==> config.mk <==
export PLATFORM = sky130hd
export DESIGN_NAME = tx_rr_arb
export DESIGN_NICKNAME = d
export VERILOG_FILES = /design/src/rtl/tx_rr_arb.sv
export SDC_FILE = /design/constraint.sdc
export NUM_CORES = 1
export LEC_CHECK = 0
export CAP_MARGIN = 10
export CORE_ASPECT_RATIO = 1.5
export CORE_MARGIN = 1
export CORE_UTILIZATION = 30
export CTS_BUF_LIST = sky130_fd_sc_hd__clkbuf_8
export DETAILED_ROUTE_END_ITERATION = 16
export PLACE_DENSITY_LB_ADDON = 0.05
export SLEW_MARGIN = 20
export SYNTH_ARGS = -nofsm -noshare
export SYNTH_HDL_FRONTEND = slang
export SYNTH_SLANG_ARGS = --single-unit
==> constraint.sdc <==
create_clock -name clk -period 2.6 [get_ports clk]
set_clock_uncertainty 0.2 [all_clocks]
set_input_delay 0.65 -clock clk [delete_from_list [all_inputs] [get_ports clk]]
set_output_delay 0.65 -clock clk [all_outputs]
set_load 0.03 [all_outputs]
==> src/rtl/tx_rr_arb.sv <==
`default_nettype none
// ============================================================================
// Module      : tx_rr_arb
// Description : Round-robin arbiter merging NUM_CH valid/ready TX channels
//               into one registered output slot (1 beat/cycle throughput).
//               Optional packet lock: define TX_RR_ARB_PKT_LOCK_EN to keep the
//               grant on one channel from its first beat until in_last.
// Revision    : 1.0 - initial release
// ============================================================================
module tx_rr_arb #(
    parameter int  NUM_CH = 4,
    parameter int  DATA_W = 8,
    localparam int CH_W   = (NUM_CH > 1) ? $clog2(NUM_CH) : 1
) (
    input  logic                     clk,
    input  logic                     rst,
    input  logic                     en,
    output logic                     rdy,
    input  logic [NUM_CH-1:0]        in_valid,
    output logic [NUM_CH-1:0]        in_ready,
    input  logic [NUM_CH*DATA_W-1:0] in_data,
    input  logic [NUM_CH-1:0]        in_last,
    output logic                     out_valid,
    input  logic                     out_ready,
    output logic [DATA_W-1:0]        out_data,
    output logic                     out_last,
    output logic [CH_W-1:0]          out_ch
);

    typedef enum logic [1:0] {
        ST_IDLE   = 2'd0,
        ST_BUSY   = 2'd1,
        ST_LOCKED = 2'd2
    } state_t;

    state_t              state_q;
    logic                out_valid_q;
    logic [DATA_W-1:0]   out_data_q;
    logic                out_last_q;
    logic [CH_W-1:0]     out_ch_q;
    logic [CH_W-1:0]     ptr_q;
    logic                lock_q;
    logic [CH_W-1:0]     lock_ch_q;

    logic                gnt_found;
    logic [CH_W-1:0]     gnt_idx;
    logic [CH_W-1:0]     cand;
    logic                load_ok;
    logic                accept;

    // Grant search: locked channel only, otherwise first valid after ptr with wrap
    always_comb begin
        gnt_found = 1'b0;
        gnt_idx   = '0;
        cand      = '0;
        if (lock_q) begin
            gnt_found = in_valid[lock_ch_q];
            gnt_idx   = lock_ch_q;
        end else begin
            for (int k = 1; k <= NUM_CH; k++) begin
                cand = CH_W'((int'(ptr_q) + k) % NUM_CH);
                if (!gnt_found && in_valid[cand]) begin
                    gnt_found = 1'b1;
                    gnt_idx   = cand;
                end
            end
        end
    end

    // Slot may load when empty or draining this cycle; reset forces no acceptance
    assign load_ok  = !out_valid_q || out_ready;
    assign accept   = rst && en && load_ok && gnt_found;
    assign in_ready = accept ? (NUM_CH'(1) << gnt_idx) : '0;

    assign rdy       = rst && (state_q == ST_IDLE);
    assign out_valid = out_valid_q;
    assign out_data  = out_data_q;
    assign out_last  = out_last_q;
    assign out_ch    = out_ch_q;

    // Output slot, round-robin pointer, packet lock and state tracking
    always_ff @(posedge clk) begin
        if (!rst) begin
            state_q     <= ST_IDLE;
            out_valid_q <= 1'b0;
            out_data_q  <= '0;
            out_last_q  <= 1'b0;
            out_ch_q    <= '0;
            ptr_q       <= CH_W'(NUM_CH - 1);
            lock_q      <= 1'b0;
            lock_ch_q   <= '0;
        end else if (accept) begin
            state_q     <= ST_BUSY;
            out_valid_q <= 1'b1;
            out_data_q  <= in_data[gnt_idx*DATA_W +: DATA_W];
            out_last_q  <= in_last[gnt_idx];
            out_ch_q    <= gnt_idx;
            ptr_q       <= gnt_idx;
`ifdef TX_RR_ARB_PKT_LOCK_EN
            lock_q      <= !in_last[gnt_idx];
            lock_ch_q   <= gnt_idx;
`endif
        end else if (out_valid_q && out_ready) begin
            // Drain without refill: slot empties, packet may still be open
            out_valid_q <= 1'b0;
            state_q     <= lock_q ? ST_LOCKED : ST_IDLE;
        end
    end

endmodule
`default_nettype wire
# Yosys cells after proc, flatten, opt, wreduce, memory -nomap -nowiden
# Cells that the tools add are included.
# word_totals
word_cells,55
ff_bits,15
out_inout_bits,17
# op_classes
reduce_logical,15
magnitude_cmp,5
mux,23
shifts,2
n_addsub,4
# ops
op,n
32-bit by 6-bit indexed part select with 8-bit output,1
2-bit by 3-bit less-than comparator with 1-bit output (second input constant),5
1-bit 2-to-1 mux,13
1-bit binary-select mux with 2-bit select,5
1-bit logical AND,8
2-bit 2-to-1 mux,4
2-bit by 1-bit adder with 2-bit output (second input constant),2
2-bit adder (second input constant),2
1-bit logical NOT,4
4-bit 2-to-1 mux,1
1-bit by 2-bit left shift with 4-bit output (first input constant),1
2-bit logical NOT,1
2-bit nonzero test,1
1-bit logical OR,1

# Longest topological paths before layout
# Gate-level depths: netlist of the first run.
# depth
depth_word,15
mapped_depth,7
ltp_nobuf,5

# Worst setup path before layout of the first run
# No wires, ideal clock.
# synth_path
path_type,input to output
from,input in_valid[1]
to,output in_ready[2]
setup_slack_ns,-0.293
cell_stages,5
t_arrival_ns,2.043
path_cell_list,o21a_1 > o21ai_1 > clkbuf_1 > nand2_1 > nor3_1
# synth_via
elab_chain_len,14
elab_cells_between_ends,25
classes_between,1 x shift; 17 x mux; 7 x reduce/logical
# synth_rtl
item,line_no,text
start: declaration,19,"input logic [NUM_CH-1:0] in_valid,"
1-bit binary-select mux with 2-bit select,62,if (!gnt_found && in_valid[cand]) begin
1-bit 2-to-1 mux (not written as such),62,
1-bit 2-to-1 mux,62,
1-bit logical NOT,62,
1-bit logical AND,62,
1-bit 2-to-1 mux,62,
1-bit logical NOT,62,
1-bit logical AND,62,
1-bit 2-to-1 mux,62,
1-bit logical NOT,62,
1-bit logical AND,62,
2-bit 2-to-1 mux or 1-bit 2-to-1 mux (tied branches),62,
1-bit by 2-bit left shift with 4-bit output or 1-bit logical AND (tied branches),"73, 72",
4-bit 2-to-1 mux (*),73,assign in_ready = accept ? (NUM_CH'(1) << gnt_idx) : '0;
end: declaration,20,"output logic [NUM_CH-1:0] in_ready,"
# Every way passes the cells marked *; elsewhere a longest branch is shown, timed or not. The select of a mux whose other input is x is not followed.

# Final worst setup path of the first run
# layout_path
from,input in_valid[0]
to,output in_ready[1]
# The elaborated chain is that of the path after synthesis.

==> summary.txt, run 1 <==
Status
  • Result of the run: complete, but fails checks
  • Failing checks: setup timing

Critical path
  • Cell chain of the critical path: buf_6 -> or4_4 -> and3_4 -> nand3_4 -> nor2_2 -> buf_6
  • WP data arrival: 1760 ps
  • Critical path capture point type: output port
  • CP delay by family, top: simple AND/OR/NAND/NOR gates
  • Startpoint Class: input port
  • Crit-path max FO: 2
  • Flop-to-flop setup slack: 360 ps
  • Critical path class: input port to output port
  • Slowest stage delay, CP: 540 ps
  • Worst path bufs/invs: 2
  • Critical-path cell with the highest stage delay: or4_4
  • Crit path top cell by count: buf_6
  • CP Data Required Time: around 1800 ps

Yosys
  • Synth cell types: 24
  • Synth Register Bits: 14
  • YS warnings: 0
  • Sequential share of the synthesized area: a little over a quarter
  • Syn Inst Count: approximately 150
  • Synthesized net count: 191
  • Top FF cell, synth: dfxtp_1
  • Post-synth EDFFs: 0
  • Async set-or-reset flop fraction in the synthesized netlist: 0%
  • Mean Syn Cell Area: 7.218 um^2
  • Synthesized area: 1061 um^2

Layout
  • Fin nets: 269
  • Commonest non-fill, non-tap cells in the layout: clkdlybuf4s50_1 (48), nand3_1 (30), inv_1 (19), a211oi_1 (18), buf_4 (18)
  • Fillers: approximately 330
  • Antenna diodes: 0
  • Ratio of cells with drive above 1 in the final layout: 24.55%
  • Commonest non-fill, non-tap cell in the layout: clkdlybuf4s50_1
  • Synth-to-Final Area Change: 93.87%

Power and ir drop
  • PnR Total Power: 0.8648 mW
  • NetSw: 0.2918 mW
  • Internal power: 0.5730 mW
  • Net Sw Frac: between 30 and 40%
  • Clock network power share: 25.0%
  • Worst VDD drop: 311.5 uV
  • Reg power frac: 29.6%
  • PD cells: 420.4 nW/um^2
  • Logic gate share of total power: 45.4%
  • Static leakage: 0.8906 nW

STA
  • Hold_ws: about 270 ps
  • Worst slew margin: 78.35%
  • Post-route minimum period: 2612 ps
  • Max-slew violations: 0
  • Worst Slack Setup Final: -12.08 ps
  • Max Freq: roughly 380 MHz
  • Unrepaired setup endpoints after global routing: yes
  • Final Cycle Share: 100.5%
  • Setup_tns: -15.55 ps
  • Least-Margin Pin Slew: between 300 and 400 ps
  • Final number of setup-violating endpoints: 2
  • Final Hold Fails: 0

GRT
  • Largest net degree at the start of global routing: 21
  • Total GRT Usage: 19.38%
  • First-pass GRT wire length: 5506 um
  • Number of global-route vias before repair: 1,290
  • Antenna violations before repair: 0
  • GRT overflow: 0

Clock network
  • Hold buffers post-CTS: 0
  • CTS Root Cell: clkbuf_8
  • Num CTS Buffers: 3
  • Clock Pin Slew Worst Setup and Hold Paths: around 60 ps
  • CTS sink cnt: 14
  • Clock Path Buffers: 2
  • CTS tree: built
  • Htree depth: 1
  • Worst-Skew Late Latency: 250 ps

Drt
  • DR WL/cell: 13.60 um
  • DR iter-0 viols: 23
  • DR vias/cell: 5.113
  • Post-Route WL: 3618 um
  • DRC: 0
  • ANT nets after route: 0
  • Vias: about 1,400
  • Number of detailed-route iterations in the first pass: 4

Floorplan
  • Die height: about 75 um
  • # rows: 26
  • Initial Utilization: about a third
  • Placeable Area: around 3400 um^2
  • Die area: 3783 um^2
  • DIE WIDTH: 50.56 um
  • IO Count: 61

Placement
  • Pre-CTS WS: -840.3 ps
  • DP HPWL: around 2600 um
  • GP Congestion: approximately 0.8
  • I/O Buffers: 60

Run
  • Max_cap viols: 0

Worst hold path
  • Worst min-delay path class: flip-flop to flip-flop
[registers in the layout (all words and copies together) (netlist names)]
register,count
out_last,1
out_valid,1
out_ch,2
out_data,8
ptr_q,2
[metal layers]
metal	vias up	global-route usage, %	part of all wire [%]
li1	680	-	-
met1	630	20.42	39
met2	43	38.81	54
met3	7	3.030	6.0
met4	0	5.556	1.2
met5	-	0	0
[worst min-delay path, cell delays in order (launching register included)]
cell and delay, ps:
dfxtp_1 310, nand2_1 50, a21boi_0 60
[stage by stage]
step	instance area (um^2)	utilization, %	instances
after global placement	1797	53.11	252
after global routing	2057	60.80	266
after floorplan	1071	-	147
final	2057	60.80	266
after detailed placement	1797	53.11	252
after CTS	2006	59.28	265
[power groups by stage]
stage / Clock [mW] / Combinational [mW] / Sequential, mW
5_1_grt: 0.231 / 0.417 / 0.259
3_3_place_gp: 0 / 0.336 / 0.259
3_5_place_dp: 0 / 0.339 / 0.259
4_1_cts: 0.221 / 0.380 / 0.255
6_report: 0.216 / 0.393 / 0.256
2_1_floorplan: 0 / 0.128 / 0.300
[cell usage after synthesis (all sizes together), types with 2 or more instances]
cell type  instances  area share (%)
o21a               2             1.4
nand2b             3             1.8
nor2b              2             1.2
nand2              4             1.4
nor2               6             2.1
mux2i             10             9.4
nand3             31              15
a211oi            18              13
clkbuf             8             2.8
buf                6             4.0
o21ai              4             1.9
nand4             10             6.5
nor3               2            0.94
inv               19             6.7
dfxtp             14              26
a21boi             3             2.1
[cell families (layout without fill, tap and decap cells)]
logic type,after synthesis,count (layout),share of synthesized area [%]
compound gates,29,29,19.58
buf+inv,33,110,13.56
flops,14,14,26.42
mux,10,10,9.434
simple gates,61,61,31.01
[final timing paths]
kind,start,to,depth (start not counted)
max,in_valid[0],in_ready[1],6
min,out_ch[1],out_ch[1],2
max reg2reg,ptr_q[1],out_data[5],7
min reg2reg,out_ch[1],out_ch[1],2
[timing repair]
item | 4_1_cts | 5_1_grt
cloned | 0 | 0
setup endpoints to repair | 13 | 4
buffers inserted | 10 | 1
resized for setup | 57 | 8
pin swaps | 11 | 6
[area by class of cell]
class                      instances  area [um^2]  area share [%]
timing repair buffer              87        858.3           41.73
sequential                        14        280.3           13.63
inverter                          19        71.32           3.467
tap                               42        52.55           2.555
multi-input combinational        100        739.5           35.95
clock buffer                       4        55.05           2.676
Power figures use the tool's default switching activity.
==> run 2: changes to the inputs <==
--- a/config.mk
+++ b/config.mk
@@ -7,2 +7,3 @@
 export LEC_CHECK = 0
+export ABC_AREA = 0
 export CAP_MARGIN = 10
@@ -12,2 +13,3 @@
 export CTS_BUF_LIST = sky130_fd_sc_hd__clkbuf_8
+export CTS_CLUSTER_SIZE = 24
 export DETAILED_ROUTE_END_ITERATION = 16
--- a/constraint.sdc
+++ b/constraint.sdc
@@ -4,2 +4,2 @@
 set_output_delay 0.65 -clock clk [all_outputs]
-set_load 0.03 [all_outputs]
+set_load 0.02 [all_outputs]
==> summary.txt, run 2 (synthesis gave the netlist of run 1 again) <==
Critical path
  • Startpoint Class: input port
  • WP data arrival: approximately 1800 ps
  • Flop-to-flop setup slack: 500 ps
  • FF-to-FF path depth: 6
  • Crit-path max FO: 6
  • Worst reg2reg endpoint: out_data[2]
  • Critical path class: input port to output port
  • Setup crit start: in_valid[3]
  • Critical path capture point type: output port
  • RR Startpoint: ptr_q[1]
  • CP Data Required Time: between 1500 and 2000 ps

STA
  • Final Hold Fails: 0
  • Worst Slack Setup Final: -37.40 ps
  • Post-route minimum period: around 2600 ps
  • Max-slew violations: 0
  • Max Freq: about 380 MHz
  • Final Cycle Share: 101.4%
  • Unrepaired setup endpoints after global routing: yes
  • Least-Margin Pin Slew: roughly 350 ps
  • Worst slew margin: 76.75%
  • Final number of setup-violating endpoints: 2

Worst hold path
  • Hold path start: out_ch[1]
  • Worst min-delay path class: flip-flop to flip-flop
  • Hold Path Depth: 2
  • Endpoint, Worst Hold: out_ch[1]

GRT
  • Antenna violations before repair: 0
  • First-pass GRT wire length: 5451 um
  • Number of global-route vias before repair: 1,205
  • Total GRT Usage: around a fifth
  • Largest net degree at the start of global routing: 21
  • GRT overflow: 0

Clock network
  • CTS sink cnt: 14
  • Clock Pin Slew Worst Setup and Hold Paths: 60 ps
  • Htree depth: 1
  • Clock Path Buffers: 2
  • Worst-Skew Late Latency: 250 ps
  • CTS Root Cell: clkbuf_8
  • Num CTS Buffers: 3
  • CTS tree: built

Layout
  • Fillers: 326
  • Commonest non-fill, non-tap cell in the layout: clkdlybuf4s50_1
  • Largest register FFs: 8
  • Commonest non-fill, non-tap cells in the layout: clkdlybuf4s50_1 (48), nand3_1 (30), inv_1 (19), a211oi_1 (18), buf_4 (15)
  • Ratio of cells with drive above 1 in the final layout: 21.03%
  • Layout Utilization: 57.21%
  • Fin nets: 259
  • Antenna diodes: 0
  • Synth-to-Final Area Change: 82.43%
  • Non-Filler Instances: 256

Drt
  • DR vias/cell: 5.227
  • Vias: 1,338
  • DRC: 0
  • Post-Route WL: 3573 um
  • DR iter-0 viols: 28
  • DR WL/cell: roughly 14 um
  • Number of detailed-route iterations in the first pass: 4
  • ANT nets after route: 0

Power and ir drop
  • PD cells: 422.1 nW/um^2
  • Static leakage: 0.8277 nW
  • Worst VDD drop: 284.9 uV

Status
  • Failing checks: setup timing
  • Result of the run: complete, but fails checks

Floorplan
  • # rows: 26
  • Die area: ~3800 um^2
  • Die height: 74.84 um
  • IO Count: 61
  • Initial Utilization: a little under a third
  • Placeable Area: 3383 um^2
  • DIE WIDTH: 50.56 um

Placement
  • GP Congestion: 0.8345
  • DP HPWL: 2727 um
  • I/O Buffers: 60
  • # placed instances: 250

Run
  • Max_cap viols: 0
run 2: cell types whose count changed in the layout (fill, tap and decap cells not counted), sizes merged:
cell	previous run	this run
clkdlybuf4s15	0	1
dlymetal6s2s	0	1
dlygate4sd2	3	2
buf	36	25
run 2: area by class of cell:
type	instances	area, um^2	share of cell area (%)
Tap cell	42	52.55	2.715
Sequential cell	14	280.3	14.48
Multi-Input combinational cell	100	704.4	36.39
Clock buffer	4	55.05	2.844
Timing Repair Buffer	77	772.0	39.88
Inverter	19	71.32	3.685
run 2: routing by layer:
metal	vias up	GRT usage, %	part of all wire, %
li1	663	-	-
met1	627	22.92	39
met2	42	34.67	54
met3	6	1.616	4.6
met4	0	8.333	2.1
met5	-	0	0
run 2: worst max path at each step:
stage                        to  slack (ps)  cells past startpoint
floorplan           in_ready[2]        -100                      5
global placement    in_ready[0]        -860                      6
detailed placement  in_ready[2]        -930                      6
CTS                 in_ready[0]         -40                      6
global route        in_ready[0]         -70                      6
finish              in_ready[0]         -40                      6
run 2: per-stage QoR:
stage	hold slack (ps)	TNS [ps]	cell area (um^2)	worst slack [ps]	total power [mW]
2_1_floorplan	307.3	-192.3	1061	-96.13	0.4074
3_3_place_gp	252.6	-6878	1779	-857.0	0.5751
3_5_place_dp	256.1	-7331	1779	-931.1	0.5781
4_1_cts	264.6	-90.39	1878	-36.34	0.8103
5_1_grt	290.2	-144.0	1936	-75.00	0.8563
6_report	260.8	-65.49	1936	-37.40	0.8171
run 2: critical path, cell delays in order:
cell and delay [ps]:
buf_8 110, or4_4 550, and3_4 200, nand3_4 100, nor2_4 40, buf_6 130
run 2: repair_timing:
| action | in CTS | in global routing |
|---|---|---|
| hold endpoints to repair | 0 | 0 |
| pin swaps | 7 | 8 |
| setup buffers | 1 | 1 |
| hold buffers | 0 | 0 |
| gates cloned | 0 | 0 |
| gates resized for setup | 58 | 16 |
| endpoints found under the setup margin | 14 | 4 |
run 2: report_power, final:
| part | internal (mW) | leakage [nW] | switching (mW) |
|---|---|---|---|
| clock | 0.134 | 0.0288 | 0.0861 |
| sequential | 0.240 | 0.115 | 0.0159 |
| combinational | 0.178 | 0.683 | 0.163 |
==> run 3: changes to the inputs <==
- CORE_UTILIZATION: 30 -> 39
==> summary.txt, run 3 (synthesis gave the netlist of run 1 again) <==
Status
  • Result of the run: complete, but fails checks
  • Failing checks: setup timing

Layout
  • Antenna diodes: 0
  • Commonest non-fill, non-tap cells in the layout: clkdlybuf4s50_1 (48), nand3_1 (30), inv_1 (19), a211oi_1 (18), buf_4 (18)
  • Register area: 280.3 um^2
  • Fin nets: 258
  • Footprint of the multi-input gates: 681.9 um^2
  • Commonest non-fill, non-tap cell in the layout: clkdlybuf4s50_1
  • Fillers: ~200
  • Largest register FFs: 8
  • Layout Utilization: between 70% and 80%
  • Synth-to-Final Area Change: 76.65%
  • Ratio of cells with drive above 1 in the final layout: 17.84%

Power and ir drop
  • Internal power: 0.5429 mW
  • NetSw: 0.2478 mW
  • Reg power frac: 32.5%
  • Worst VDD drop: around 430 uV
  • Static leakage: 0.8049 nW
  • PD cells: 421.9 nW/um^2
  • Clock network power share: 26.4%
  • Net Sw Frac: 31.34%
  • Logic gate share of total power: approximately two fifths

GRT
  • Largest net degree at the start of global routing: 21
  • GR met2 Demand/Resource: roughly 42%
  • GRT busiest layer: met2
  • Antenna violations before repair: 0
  • Total GRT Usage: 22.60%
  • GRT overflow: 0
  • Met1 usage: 25.50%
  • Number of global-route vias before repair: roughly 1,200
  • Met3 Usage GRT: 2.732%
  • First-pass GRT wire length: around 5000 um

Drt
  • Number of detailed-route iterations in the first pass: 4
  • ANT nets after route: 0
  • DR WL/cell: between 10 and 15 um
  • DR vias/cell: 5.241
  • DRC: 0
  • Vias: 1,305
  • Post-Route WL: 3317 um
  • DR iter-0 viols: 37

Clock network
  • Clock Pin Slew Worst Setup and Hold Paths: roughly 60 ps
  • Worst-Skew Late Latency: 240 ps
  • Htree depth: 1
  • Hold buffers post-CTS: 0
  • Num CTS Buffers: 3
  • Clock Path Buffers: 2
  • CTS sink cnt: 14
  • CTS Root Cell: clkbuf_8
  • CTS tree: built

Placement
  • I/O Buffers: 60
  • GP Congestion: about 0.8
  • Pre-CTS WS: -855.0 ps
  • DP HPWL: 2596 um

Run
  • Max_cap viols: 0

Critical path
  • Critical path capture point type: output port
  • CP Data Required Time: 1750 ps
  • Crit-path max FO: 2
  • Flop-to-flop setup slack: 490 ps
  • Critical path class: input port to output port
  • Startpoint Class: input port
  • WP data arrival: 1770 ps

Floorplan
  • Placeable Area: 2505 um^2
  • DIE WIDTH: 44.59 um
  • Initial Utilization: 42.36%
  • Die height: 65.88 um
  • # rows: 22
  • IO Count: just over 60
  • Die area: 2937 um^2

STA
  • Unrepaired setup endpoints after global routing: yes
  • Final Cycle Share: 100.8%
  • Post-route minimum period: 2620 ps
  • Final Hold Fails: 0
  • Max Freq: 381.6 MHz
  • Least-Margin Pin Slew: 355.0 ps
  • Max-slew violations: 0
  • Final number of setup-violating endpoints: 3
  • Worst slew margin: 76.17%
  • Worst Slack Setup Final: -20.49 ps

Worst hold path
  • Worst min-delay path class: flip-flop to flip-flop
run 3: cell types whose count changed in the layout (fill, tap and decap cells not counted), sizes merged:
cell,delta
clkdlybuf4s15,+1
buf,-2
dlygate4sd2,+1
dlymetal6s2s,-1
run 3: final cells by class:
type	count	area share, %
inverters	19	3.805
well taps	36	2.403
multi-input cells	100	36.38
flip-flops and latches	14	14.95
repair buffers	76	39.52
clock buffers	4	2.937
run 3: final timing paths:
kind | startpoint | endpoint | cells after the start
setup / recovery | in_valid[1] | in_ready[0] | 6
hold / removal | out_ch[1] | out_ch[1] | 2
setup reg to reg | ptr_q[1] | out_data[2] | 6
hold reg to reg | out_ch[1] | out_ch[1] | 2
run 3: metrics by stage:
stage / instances / instance area (um^2) / power [mW] / TNS (ps) / hold WS, ps
2_1_floorplan: 147 / 1061 / 0.4074 / -192.3 / 307.3
3_3_place_gp: 244 / 1772 / 0.5698 / -7484 / 253.4
3_5_place_dp: 244 / 1772 / 0.5755 / -7920 / 256.1
4_1_cts: 249 / 1862 / 0.7888 / -39.57 / 264.1
5_1_grt: 249 / 1874 / 0.8321 / -104.1 / 298.5
6_report: 249 / 1874 / 0.7907 / -38.18 / 260.9
run 3: critical path, cell delays in order:
cell and delay [ps]:
buf_8 90, or4_4 540, and3_4 200, nand3_2 70
nor2_1 50, buf_4 170
run 3: what timing repair did:
item                                    CTS  global route
resized for setup                        55             4
pin swaps                                 5             1
cloned                                    0             0
endpoints found under the setup margin   14             4
setup buffers                             1             0
run 3: per-layer routing:
layer  part of all wire [%]  up-vias  routed length (um)
met2                     53       50                1766
li1                       -      663                   -
met3                    4.7        4                 155
met5                      0        -                   0
met1                     40      588                1332
met4                    1.9        0                  63
run 3: power by group through the flow:
stage	Sequential (mW)	Combinational [mW]	Clock (mW)
2_1_floorplan	0.284	0.123	0
3_3_place_gp	0.259	0.311	0
3_5_place_dp	0.260	0.315	0
4_1_cts	0.257	0.322	0.210
5_1_grt	0.259	0.346	0.227
6_report	0.257	0.325	0.208
